$ cat src/rtl/iiitb_freqdiv_multi_if.sv
// rtl/iiitb_freqdiv_multi_if.sv - configuration bus of the multi-channel clock divider
// The master is the register writer; the divider drives back which channels hold an unapplied shadow.
interface iiitb_freqdiv_multi_if #(
  parameter int CH    = 4,
  parameter int WIDTH = 8,
  parameter int SELW  = 2
);
  logic             cfg_we;
  logic [SELW-1:0]  cfg_sel;
  logic [WIDTH-1:0] cfg_div;
  logic [WIDTH-1:0] cfg_high;
  logic [CH-1:0]    cfg_pending;

  modport master (
    output cfg_we,
    output cfg_sel,
    output cfg_div,
    output cfg_high,
    input  cfg_pending
  );

  modport slave (
    input  cfg_we,
    input  cfg_sel,
    input  cfg_div,
    input  cfg_high,
    output cfg_pending
  );
endinterface

$ cat src/rtl/iiitb_freqdiv_multi.sv
// rtl/iiitb_freqdiv_multi.sv - multi-channel programmable clock divider with shadowed config
// Each channel divides wb_clk_i by div and reloads its config only at period boundaries or while idle.
module iiitb_freqdiv_multi #(
  parameter int CH    = 4,
  parameter int WIDTH = 8,
  parameter int SELW  = 2
) (
  input  logic                   wb_clk_i,
  input  logic                   wb_rst_i,
  iiitb_freqdiv_multi_if.slave   cfg,
  input  logic [CH-1:0]          en,
  output logic [CH-1:0]          clk_out,
  output logic [CH-1:0]          tick
);

  localparam logic [WIDTH-1:0] ONE = WIDTH'(1);
  localparam logic [WIDTH-1:0] TWO = WIDTH'(2);

  typedef enum logic {ST_IDLE, ST_RUN} state_t;

  // high == 0 selects floor(div/2); anything at or beyond div is clamped so the output still toggles
  function automatic logic [WIDTH-1:0] high_eff(input logic [WIDTH-1:0] d, input logic [WIDTH-1:0] h);
    if (h == '0) begin
      return d >> 1;
    end else if (h >= d) begin
      return d - ONE;
    end else begin
      return h;
    end
  endfunction

  logic [CH-1:0] pend_v;

  assign cfg.cfg_pending = pend_v;

  for (genvar c = 0; c < CH; c++) begin : g_ch
    state_t           st_q, st_d;
    logic [WIDTH-1:0] div_s_q, high_s_q;
    logic [WIDTH-1:0] div_a_q, high_a_q, div_a_d, high_a_d;
    logic [WIDTH-1:0] cnt_q, cnt_d;
    logic             pend_q, pend_d;
    logic             clk_q, clk_d;
    logic             tick_q, tick_d;
    logic             wr_hit, load, wrap;

    // an out-of-range cfg_sel matches no channel, so such writes fall on the floor
    assign wr_hit = cfg.cfg_we && (cfg.cfg_sel == SELW'(c));
    assign wrap   = (cnt_q == (div_a_q - ONE));

    always_comb begin
      st_d     = st_q;
      div_a_d  = div_a_q;
      high_a_d = high_a_q;
      cnt_d    = cnt_q;
      clk_d    = 1'b0;
      tick_d   = 1'b0;
      load     = 1'b0;

      case (st_q)
        ST_IDLE: load = 1'b1;
        ST_RUN: begin
          if (!en[c] || wrap) begin
            load = 1'b1;
          end else begin
            cnt_d = cnt_q + ONE;
            clk_d = (cnt_d < high_eff(div_a_q, high_a_q));
          end
        end
        default: load = 1'b1;
      endcase

      // boundary: the pre-edge shadow becomes active and a fresh period may start at cnt 0
      if (load) begin
        div_a_d  = div_s_q;
        high_a_d = high_s_q;
        cnt_d    = '0;
        if (en[c] && (div_s_q >= TWO)) begin
          st_d   = ST_RUN;
          tick_d = 1'b1;
          clk_d  = (high_eff(div_s_q, high_s_q) != '0);
        end else begin
          st_d   = ST_IDLE;
        end
      end

      if (wr_hit) begin
        pend_d = 1'b1;
      end else if (load) begin
        pend_d = 1'b0;
      end else begin
        pend_d = pend_q;
      end
    end

    always_ff @(posedge wb_clk_i) begin
      if (wb_rst_i) begin
        st_q     <= ST_IDLE;
        div_s_q  <= '0;
        high_s_q <= '0;
        div_a_q  <= '0;
        high_a_q <= '0;
        cnt_q    <= '0;
        pend_q   <= 1'b0;
        clk_q    <= 1'b0;
        tick_q   <= 1'b0;
      end else begin
        st_q     <= st_d;
        div_a_q  <= div_a_d;
        high_a_q <= high_a_d;
        cnt_q    <= cnt_d;
        pend_q   <= pend_d;
        clk_q    <= clk_d;
        tick_q   <= tick_d;
        if (wr_hit) begin
          div_s_q  <= cfg.cfg_div;
          high_s_q <= cfg.cfg_high;
        end
      end
    end

    assign clk_out[c] = clk_q;
    assign tick[c]    = tick_q;
    assign pend_v[c]  = pend_q;
  end

endmodule
$ cat src/flat_wrapper.sv
// flat-port wrapper written by rule: the top's interface ports become plain ports
module iiitb_freqdiv_multi_flat 
#(
  parameter int CH    = 4,
  parameter int WIDTH = 8,
  parameter int SELW  = 2
)
  (wb_clk_i, wb_rst_i, en, clk_out, tick, cfg_cfg_we, cfg_cfg_sel, cfg_cfg_div, cfg_cfg_high, cfg_cfg_pending);
  iiitb_freqdiv_multi_if #(.CH(CH), .WIDTH(WIDTH), .SELW(SELW)) cfg_i ();
  input  logic wb_clk_i;
  input  logic wb_rst_i;
  input  logic [CH-1:0] en;
  output logic [CH-1:0] clk_out;
  output logic [CH-1:0] tick;
  input wire logic [$bits(cfg_i.cfg_we)-1:0] cfg_cfg_we;
  input wire logic [$bits(cfg_i.cfg_sel)-1:0] cfg_cfg_sel;
  input wire logic [$bits(cfg_i.cfg_div)-1:0] cfg_cfg_div;
  input wire logic [$bits(cfg_i.cfg_high)-1:0] cfg_cfg_high;
  output wire logic [$bits(cfg_i.cfg_pending)-1:0] cfg_cfg_pending;
  assign cfg_i.cfg_we = cfg_cfg_we;
  assign cfg_i.cfg_sel = cfg_cfg_sel;
  assign cfg_i.cfg_div = cfg_cfg_div;
  assign cfg_i.cfg_high = cfg_cfg_high;
  assign cfg_cfg_pending = cfg_i.cfg_pending;
  iiitb_freqdiv_multi #(.CH(CH), .WIDTH(WIDTH), .SELW(SELW)) u_core (.wb_clk_i(wb_clk_i), .wb_rst_i(wb_rst_i), .cfg(cfg_i), .en(en), .clk_out(clk_out), .tick(tick));
endmodule
$ cat config.mk
export PLATFORM = sky130hd
export DESIGN_NAME = iiitb_freqdiv_multi_flat
export DESIGN_NICKNAME = d
export VERILOG_FILES = /design/src/rtl/iiitb_freqdiv_multi_if.sv /design/src/rtl/iiitb_freqdiv_multi.sv /design/src/flat_wrapper.sv
export SDC_FILE = /design/constraint.sdc
export NUM_CORES = 1
export LEC_CHECK = 0
export CAP_MARGIN = 5
export CORE_MARGIN = 1.5
export CORE_UTILIZATION = 39
export DETAILED_ROUTE_END_ITERATION = 8
export GPL_TIMING_DRIVEN = 0
export PLACE_DENSITY = 0.63
export REMOVE_ABC_BUFFERS = 1
export SLEW_MARGIN = 0
export SYNTH_ARGS = -nofsm -noshare
export SYNTH_HDL_FRONTEND = slang
export SYNTH_SLANG_ARGS = --single-unit
$ cat constraint.sdc
create_clock -name wb_clk_i -period 3.3 [get_ports wb_clk_i]
set_clock_uncertainty 0.05 [all_clocks]
set_input_delay 0.33 -clock wb_clk_i [delete_from_list [all_inputs] [get_ports wb_clk_i]]
set_output_delay 0.33 -clock wb_clk_i [all_outputs]
set_load 0.03 [all_outputs]
==> metrics.md, run 1 <==
| Metric | Value |
|---|---|
| Die H | 176.2 microns |
| Max-cap violations | 0 |
| Die area | 31,040 sq um |
| Multi-input logic area | 7799 sq um |
| Clk sinks | 176 |
| CP startpoint | u_core.g_ch[1].div_a_q[4]$_SDFFE_PP0N_ |
| Final WL | 30.67 mm |
| Register area share after synthesis | 30.12% |
| Hold Fails Final Rpt | 0 |
| Cells after synthesis | 1,482 |
| Final setup fails | 0 |
| Initial antenna violation count | 0 |
| Root Driver | clkbuf_16 |
| Pwr/cell area | 396.7 nW/um^2 |
| Arrival time worst endpoint | 3600 ps |
| Final Max Tran Viols | 0 |
| Hold_ws | 254.9 ps |
| H-tree depth | 4 |
| Layout Cells excl Fill | 1,892 |
| Mapped cell area | 11,700 sq um |
| CP delay by family, top | compound AO/OA/AOI/OAI gates |
| Area delta synth->final | 16.10% |
| Drt wl/cell | 16.21 microns |
| Actual slew at the worst max-slew pin | 1080 ps |
| Critical path buffers and inverters | 1 |
| WP data required | 3620 ps |
| Core area | 29,560 sq um |
| Remaining DRCs | 0 |
| Worst hold path class | input pin to register |
| Worst slack, placed | -804.9 ps |
| Placed Cells incl. Taps | 1,824 |
| Crit-path slowest cell | dfxtp_4 |
| Endpoint class of the critical path | register |
| Fin Setup TNS | 0 ps |
| Post-route ant nets | 0 |
| Vias per inst | 5.464 |
| Worst setup margin | 17.41 ps |
| Outcome | finished clean |
| Mapped Avg Cell Area | 7.893 sq um |
| Max_slew headroom | 27.82% |
| Most common flop cell mapped by yosys | dfxtp_1 |
| Warnings from Yosys | 0 |
| Fin util | 45.94% |
| Routability cong. | 0.8784 |
| Layout cells sized above 1 | 12.45% |
| Top cell type by total area after synthesis | dfxtp_1 |
| Final nets | 1,623 |
| Vias in the first global route | 9,767 |
| Die W | 176.2 microns |
| Port Buf Inserts | 36 |
| Iter 0 DRT Violations | 690 |
| Reg clk slew, reported paths | 70 ps |
| Dpl cell area | 12,280 sq um |
| Synth top area cells | dfxtp_1 (30%), ha_1 (12%), nand2_1 (7.2%) |
| Io pins | 37 |
| Most common cell in the netlist | nand2_1 |
| Startpoint types | register |
| TritonCTS Buffers | 17 |
| HP Start | wb_rst_i |
| Storage element area | 3581 sq um |
| Final-layout fill cell count | 2,873 |
| Cell row count | 63 |
| Post-route cell area | 13,580 sq um |
| R2R Path Start | u_core.g_ch[1].div_a_q[4]$_SDFFE_PP0N_ |
| First-pass GRT wire length | 49.75 mm |
| Yosys cell types | 65 |
| Worst skew pair latency | 430 ps |
| Number of diodes | 0 |
| Top post-synthesis cells by count | nand2_1 (224), dfxtp_1 (176), nor2_1 (126), a21oi_1 (112), ha_1 (108) |
| Via Count | 10,337 |
| TritonRoute pass-1 iters | 7 |
| CP max FO | 4 |
| CTS max path bufs | 2 |
| Detail Placement HPWL | 21.09 mm |
| Share of the synthesized area in the top cell type | 30.12% |
| Synth Register Bits | 176 |
| Unrepaired setup endpoints after global routing | yes |
| Overflow left after global routing | 0 |
| Critical path class | register to register |
| Pin count of the biggest net entering global routing | 116 |
| Initial Utilization | 39.57% |
| Hold Buf Count CTS | 0 |
| Post-synth ARST share | 0% |
| CTS tree | done |
| Leakage | 5.099 nW |
| CP cell instances | inv_2, ha_4, nand4_1, a211o_1, a21oi_4, mux2_4, a21oi_4, ha_4, a211oi_2, nand2_1, nor3_2, nor3_2, a2111oi_2, a31o_2 |
| Maximum vdd ir drop | 0.3705 mV |
| Max Clock Freq | 0.3046 GHz |
| Post-route clock period utilization | 99.47% |
| Post-synth EDFFs | 0 |
| Gr usage total | 19.71% |
| Power Total | 5.387 mW |
| Crit path time final | 3283 ps |
| Max stage delay on crit path | 360 ps |
-- registers in the layout, summed over array words and instances (netlist names) --
| signal | cells |
|---|---|
| u_core.g_ch.div_a_q | 32 |
| u_core.g_ch.cnt_q | 32 |
| u_core.g_ch.div_s_q | 32 |
| u_core.g_ch.high_a_q | 32 |
| u_core.g_ch.clk_q | 4 |
| u_core.g_ch.st_q | 4 |
| u_core.g_ch.high_s_q | 32 |
| u_core.g_ch.tick_q | 4 |
| u_core.g_ch.pend_q | 4 |
-- timing repair --
action / in CTS / in global routing
endpoints found under the setup margin: 32 / 21
buffers inserted: 18 / 17
pin swaps: 12 / 26
gates resized for setup: 49 / 60
cloned: 0 / 1
-- layout by cell type (no fill, tap or decap), types with 16 or more instances in the layout --
master and count:
inv_1 73, mux2i_1 45, dfxtp_2 19, ha_1 100, nor4_1 23, nand4_1 16, buf_4 32, clkdlybuf4s50_1 35
clkbuf_16 17, nor3_1 32, nand2_1 224, a311o_1 16, nor3b_1 19, xor2_1 20, nor2b_1 37, a32oi_1 16
nor2_1 124, dfxtp_1 148, a21oi_1 97, o21ai_0 60, nand3_1 55, xnor2_1 51
-- cell families (layout without fill, tap and decap cells) --
| logic type | count (synthesis) | count (layout) | share of synthesized area [%] |
|---|---|---|---|
| buffers and inverters | 172 | 191 | 6.279 |
| AND/OR/NAND/NOR | 602 | 602 | 24.63 |
| XOR/XNOR | 80 | 80 | 7.049 |
| AO/OA/AOI/OAI | 287 | 288 | 15.36 |
| multiplexers | 57 | 57 | 5.006 |
| adder cells (fa/ha/maj) | 108 | 108 | 11.55 |
| flip-flops | 176 | 176 | 30.12 |
-- metal layers --
metal | wire length, microns | GRT usage (%)
met4 | 492 | 5.556
met5 | 0 | 0
met3 | 1082 | 3.510
met1 | 14480 | 25.97
met2 | 14620 | 32.89
-- layout make-up --
cell class | count | area share (%)
Clock buffer | 21 | 3.464
Timing Repair Buffer | 78 | 5.896
Clock inverter | 10 | 0.9213
Multi-Input combinational cell | 1135 | 57.43
Tap cell | 390 | 3.593
Sequential cell | 176 | 26.37
Inverter | 82 | 2.331
-- path summary, 6_finish.rpt --
| check | slack, ps | depth (start not counted) | endpoint |
|---|---|---|---|
| setup / recovery | 20 | 14 | u_core.g_ch[1].clk_q$_SDFF_PP0_ |
| hold / removal | 250 | 2 | u_core.g_ch[3].pend_q$_SDFFE_PP0P_ |
| setup reg to reg | 20 | 14 | u_core.g_ch[1].clk_q$_SDFF_PP0_ |
| hold reg to reg | 410 | 2 | u_core.g_ch[0].div_s_q[6]$_SDFFE_PP0P_ |
-- power breakdown --
part	leakage, nW	switching (mW)	internal [mW]	total, mW
logic	3.36	0.576	0.480	1.06
clock network	0.296	0.905	1.19	2.09
registers	1.44	0.0659	2.18	2.24
Power figures use the tool's default switching activity.
==> run 2, diff against run 1 <==
Settings changed: GPL_TIMING_DRIVEN 0 to default.
==> metrics.md, run 2 (synthesized netlist as in run 1, its figures left out) <==
| Metric | Value |
|---|---|
| Final Max Tran Viols | 0 |
| Gr usage total | 20.21% |
| Initial antenna violation count | 0 |
| WP data required | 3640 ps |
| Area delta synth->final | 15.69% |
| Routability cong. | 0.8849 |
| Final setup fails | 0 |
| Iter 0 DRT Violations | 633 |
| Outcome | finished clean |
| Critical path class | register to register |
| Leakage | 5.172 nW |
| Worst hold path class | input pin to register |
| Cell row count | 63 |
| Port Buf Inserts | 36 |
| Initial Utilization | 39.57% |
| Reg clk slew, reported paths | 70 ps |
| Max-cap violations | 0 |
| Endpoint class of the critical path | register |
| Post-route ant nets | 0 |
| Pwr/cell area | 398.7 nW/um^2 |
| Worst skew pair latency | 440 ps |
| CTS tree | done |
| Detail Placement HPWL | 22.54 mm |
| Final nets | 1,655 |
| Worst setup margin | 43.27 ps |
| Placed Cells incl. Taps | 1,885 |
| Layout cells sized above 1 | 12.19% |
| TritonCTS Buffers | 17 |
| Vias in the first global route | 9,829 |
| Root Driver | clkbuf_16 |
| Core area | 29,560 sq um |
| Vias per inst | 5.409 |
| Multi-input logic area | 7661 sq um |
| Die W | 176.2 microns |
| Max_slew headroom | 38.55% |
| Worst slack, placed | -124.1 ps |
| Actual slew at the worst max-slew pin | 918.4 ps |
| H-tree depth | 4 |
| Commonest cells after routing, fill and taps aside | nand2_1 (224), dfxtp_1 (160), nor2_1 (125) |
| Crit path time final | 3257 ps |
| CTS max path bufs | 2 |
| Hold Fails Final Rpt | 0 |
| Maximum vdd ir drop | 0.3683 mV |
| Max Clock Freq | 0.3071 GHz |
| Fin Setup TNS | 0 ps |
| Drt wl/cell | 16.12 microns |
| Die H | 176.2 microns |
| Die area | 31,040 sq um |
| Io pins | 37 |
| Final-layout fill cell count | 2,884 |
| Hold_ws | 339.6 ps |
| Layout Cells excl Fill | 1,924 |
| Remaining DRCs | 0 |
| Unrepaired setup endpoints after global routing | yes |
| Power Total | 5.396 mW |
| CP max FO | 4 |
| Storage element area | 3546 sq um |
| Pin count of the biggest net entering global routing | 42 |
| Post-route clock period utilization | 98.69% |
| Number of diodes | 0 |
| Overflow left after global routing | 0 |
| Arrival time worst endpoint | 3590 ps |
| TritonRoute pass-1 iters | 5 |
| Commonest non-fill, non-tap cell in the layout | nand2_1 |
| Final WL | 31.01 mm |
| Startpoint types | register |
| Via Count | 10,406 |
| First-pass GRT wire length | 50.72 mm |
| Clk sinks | 176 |
## run 2: cell count changes in the layout (fill, tap and decap cells not counted), sizes merged
cell,change
inv,-2
clkinv,-1
clkinvlp,+2
buf,+33
bufinv,+1
o2111a,-1
## run 2: routing by layer
layer,share of wire [%],track usage [%],vias up
li1,-,-,5277
met1,48,27.55,4900
met2,47,33.14,185
met3,3.1,2.519,44
met4,2.2,6.303,0
met5,0,0,-
## run 2: worst max-delay path, stage by stage (launching register included)
cell and delay [ps]:
dfxtp_2 330, inv_2 50, ha_4 240, a211oi_2 210, nor2_1 80, nor3_2 240, a21oi_2 110, buf_4 160
or2_2 270, a31oi_1 190, ha_1 250, o21ai_1 130, nand2b_1 90, a21oi_1 180, nor3_2 80, a2111oi_2 360
a31o_2 200
## run 2: what timing repair did
action,in CTS,in global routing
hold buffers,0,0
cloned,0,1
resized for setup,3,57
buffers inserted,0,7
endpoints found under the setup margin,1,4
pin swaps,1,21
endpoints found under the hold margin,0,0
## run 2: worst paths after layout
check                                                             from                                     end  slack, ps  cells past startpoint
worst min register to register  u_core.g_ch[0].div_s_q[5]$_SDFFE_PP0P_  u_core.g_ch[0].div_s_q[5]$_SDFFE_PP0P_        410                      2
worst min-delay path                                          wb_rst_i  u_core.g_ch[2].div_s_q[6]$_SDFFE_PP0P_        340                      2
worst max-delay path            u_core.g_ch[1].div_a_q[4]$_SDFFE_PP0N_         u_core.g_ch[1].clk_q$_SDFF_PP0_         40                     16
worst max register to register  u_core.g_ch[1].div_a_q[4]$_SDFFE_PP0N_         u_core.g_ch[1].clk_q$_SDFF_PP0_         40                     16
## run 2: area by class of cell
cell class / count / share of cell area (%)
Multi-Input combinational cell: 1134 / 56.61
Sequential cell: 176 / 26.20
Timing Repair Buffer: 111 / 6.786
Tap cell: 390 / 3.606
Clock buffer: 21 / 3.402
Inverter: 82 / 2.274
Clock inverter: 10 / 1.119
## run 2: per-stage QoR
stage,utilization (%),cell area [sq um]
floorplan,-,11270
global placement,42.80,12650
detailed placement,42.80,12650
CTS,44.91,13270
global route,45.78,13530
finish,45.78,13530
## run 2: power by group
group          total, mW  switching [mW]  internal (mW)
Combinational       1.00           0.555          0.445
Clock               2.16           0.916           1.24
Sequential          2.24          0.0591           2.18
==> run 3, diff against run 2 <==
Settings changed: CORE_ASPECT_RATIO from default to 1.4, CTS_CLUSTER_DIAMETER from default to 120.
==> metrics.md, run 3 (synthesized netlist as in run 1, its figures left out) <==
| Metric | Value |
|---|---|
| Outcome | complete, but fails checks |
| Failing checks | negative setup slack |
| R2R Path Start | u_core.g_ch[1].div_a_q[4]$_SDFFE_PP0N_ |
| CTS max path bufs | 2 |
| Post-route cell area | 13,480 sq um |
| Drt wl/cell | 16.42 microns |
| Hold Fails Final Rpt | 0 |
| Die area | 31,060 sq um |
| Commonest non-fill, non-tap cell in the layout | nand2_1 |
| CP delay by family, top | compound AO/OA/AOI/OAI gates |
| Io pins | 37 |
| Critical path's most frequent cell | nor3_2 |
| Port Buf Inserts | 36 |
| Final-layout fill cell count | 2,822 |
| TritonCTS Buffers | 17 |
| Core area | 29,350 sq um |
| Sequential share of power | 42.4% |
| Number of diodes | 0 |
| Dpl cell area | 12,730 sq um |
| Vias in the first global route | 10,386 |
| Post-route clock period utilization | 100.1% |
| Storage element area | 3533 sq um |
| R2R cell count | 15 |
| Commonest cells after routing, fill and taps aside | nand2_1 (224), dfxtp_1 (168), nor2_1 (126) |
| Maximum vdd ir drop | 0.3254 mV |
| Via Count | 10,542 |
| CP cell instances | inv_2, ha_4, a211oi_2, nor2_1, nor3_2, a21oi_4, mux2_4, a21oi_2, ha_1, a211oi_2, nand2_1, nor3_2, nor3_2, a2111oi_2, a31o_2 |
| Initial Utilization | 39.85% |
| H-tree depth | 4 |
| Leakage | 5.188 nW |
| Critical path class | register to register |
| Max stage delay on crit path | 380 ps |
| Overflow left after global routing | 0 |
| WP data required | 3650 ps |
| Fin util | 45.92% |
| Cell row count | 74 |
| Sw frac | 30.03% |
| Arrival time worst endpoint | 3650 ps |
| WHS Path Cells | 2 |
| Worst hold path class | input pin to register |
| HP Start | wb_rst_i |
| Gr usage total | 20.75% |
| Routability cong. | 0.8693 |
| Gate power share | 19.0% |
| Final setup fails | 1 |
| Final nets | 1,659 |
| CTS tree | done |
| P_sw | 1.585 mW |
| Worst setup margin | -3.538 ps |
| Int Pwr | 3.694 mW |
| Clk sinks | 176 |
| Worst skew pair latency | 450 ps |
| Endpoint class of the critical path | register |
| Worst r2r dst | u_core.g_ch[1].clk_q$_SDFF_PP0_ |
| Hold_ws | 246.1 ps |
| Die H | 207.9 microns |
| Iter 0 DRT Violations | 631 |
| Actual slew at the worst max-slew pin | 795.2 ps |
| Post-route ant nets | 0 |
| Max_slew headroom | 45.62% |
| Worst slack, placed | -194.5 ps |
| Multi-input logic area | 7610 sq um |
| Vias per inst | 5.493 |
| Die W | 149.4 microns |
| Max Clock Freq | 0.3027 GHz |
| R2r setup slk | -4 ps |
| CP max FO | 3 |
| Crit-path slowest cell | a2111oi_2 |
| Clock share of power | 38.6% |
| Pwr/cell area | 391.7 nW/um^2 |
| Placed Cells incl. Taps | 1,884 |
| First-pass GRT wire length | 52.05 mm |
| TritonRoute pass-1 iters | 5 |
| Power Total | 5.279 mW |
| Initial antenna violation count | 0 |
| Startpoint types | register |
| Crit path time final | 3304 ps |
| Root Driver | clkbuf_16 |
| Layout cells sized above 1 | 11.44% |
| Pin count of the biggest net entering global routing | 52 |
| Hold Buf Count CTS | 0 |
| Layout Cells excl Fill | 1,919 |
| Hold EP | u_core.g_ch[2].div_s_q[6]$_SDFFE_PP0P_ |
| Critical path buffers and inverters | 1 |
| Unrepaired setup endpoints after global routing | yes |
| Final Max Tran Viols | 0 |
| Fin Setup TNS | -3.538 ps |
| Final WL | 31.51 mm |
| Max-cap violations | 0 |
| Detail Placement HPWL | 23.37 mm |
| Remaining DRCs | 0 |
| Area delta synth->final | 15.21% |
| Reg clk slew, reported paths | 80 ps |
run 3: cell type report:
cell class	instances	share of cell area (%)
multi-input cells	1134	56.47
clock buffers	18	3.184
repair buffers	115	7.242
flip-flops and latches	176	26.22
inverters	82	2.284
well taps	380	3.528
clock inverters	14	1.077
run 3: worst max path at each step:
stage                                            endpoint                                   start  depth (start not counted)
after global routing      u_core.g_ch[1].clk_q$_SDFF_PP0_  u_core.g_ch[1].div_a_q[4]$_SDFFE_PP0N_                         15
after floorplan           u_core.g_ch[1].clk_q$_SDFF_PP0_  u_core.g_ch[1].div_a_q[0]$_SDFFE_PP0N_                          8
after global placement    u_core.g_ch[1].clk_q$_SDFF_PP0_  u_core.g_ch[1].div_a_q[5]$_SDFFE_PP0N_                         14
final                     u_core.g_ch[1].clk_q$_SDFF_PP0_  u_core.g_ch[1].div_a_q[4]$_SDFFE_PP0N_                         15
after detailed placement  u_core.g_ch[1].clk_q$_SDFF_PP0_  u_core.g_ch[1].div_a_q[4]$_SDFFE_PP0N_                         14
after CTS                 u_core.g_ch[1].clk_q$_SDFF_PP0_  u_core.g_ch[1].div_a_q[4]$_SDFFE_PP0N_                         14
run 3: worst reg2reg max path, cell delays in order (launching register included):
cell,delay (ps)
dfxtp_2,340
inv_2,50
ha_4,210
a211oi_2,170
nor2_1,80
nor3_2,290
a21oi_4,110
mux2_4,310
a21oi_2,130
ha_1,270
a211oi_2,210
nand2_1,130
nor3_2,230
nor3_2,90
a2111oi_2,380
a31o_2,200
run 3: power groups by stage:
stage,Combinational (mW),Sequential (mW),Clock (mW)
after CTS,0.971,2.24,2.09
after floorplan,0.604,2.29,0
after global routing,1.11,2.24,2.18
after global placement,0.940,2.28,0
after detailed placement,0.955,2.28,0
final,1.00,2.24,2.04
run 3: timing repair:
action / in CTS / in global routing
pin swaps: 3 / 19
hold endpoints to repair: 0 / 0
gates resized for setup: 9 / 32
setup endpoints to repair: 2 / 4
buffers inserted: 1 / 2
gates cloned: 0 / 0
run 3: per-layer routing:
metal	routed length [microns]	vias to the layer above	track usage, %
met5	0	-	0
met4	916	0	7.750
met3	940	59	2.719
met2	15850	219	36.83
met1	13800	4987	25.07
li1	-	5277	-
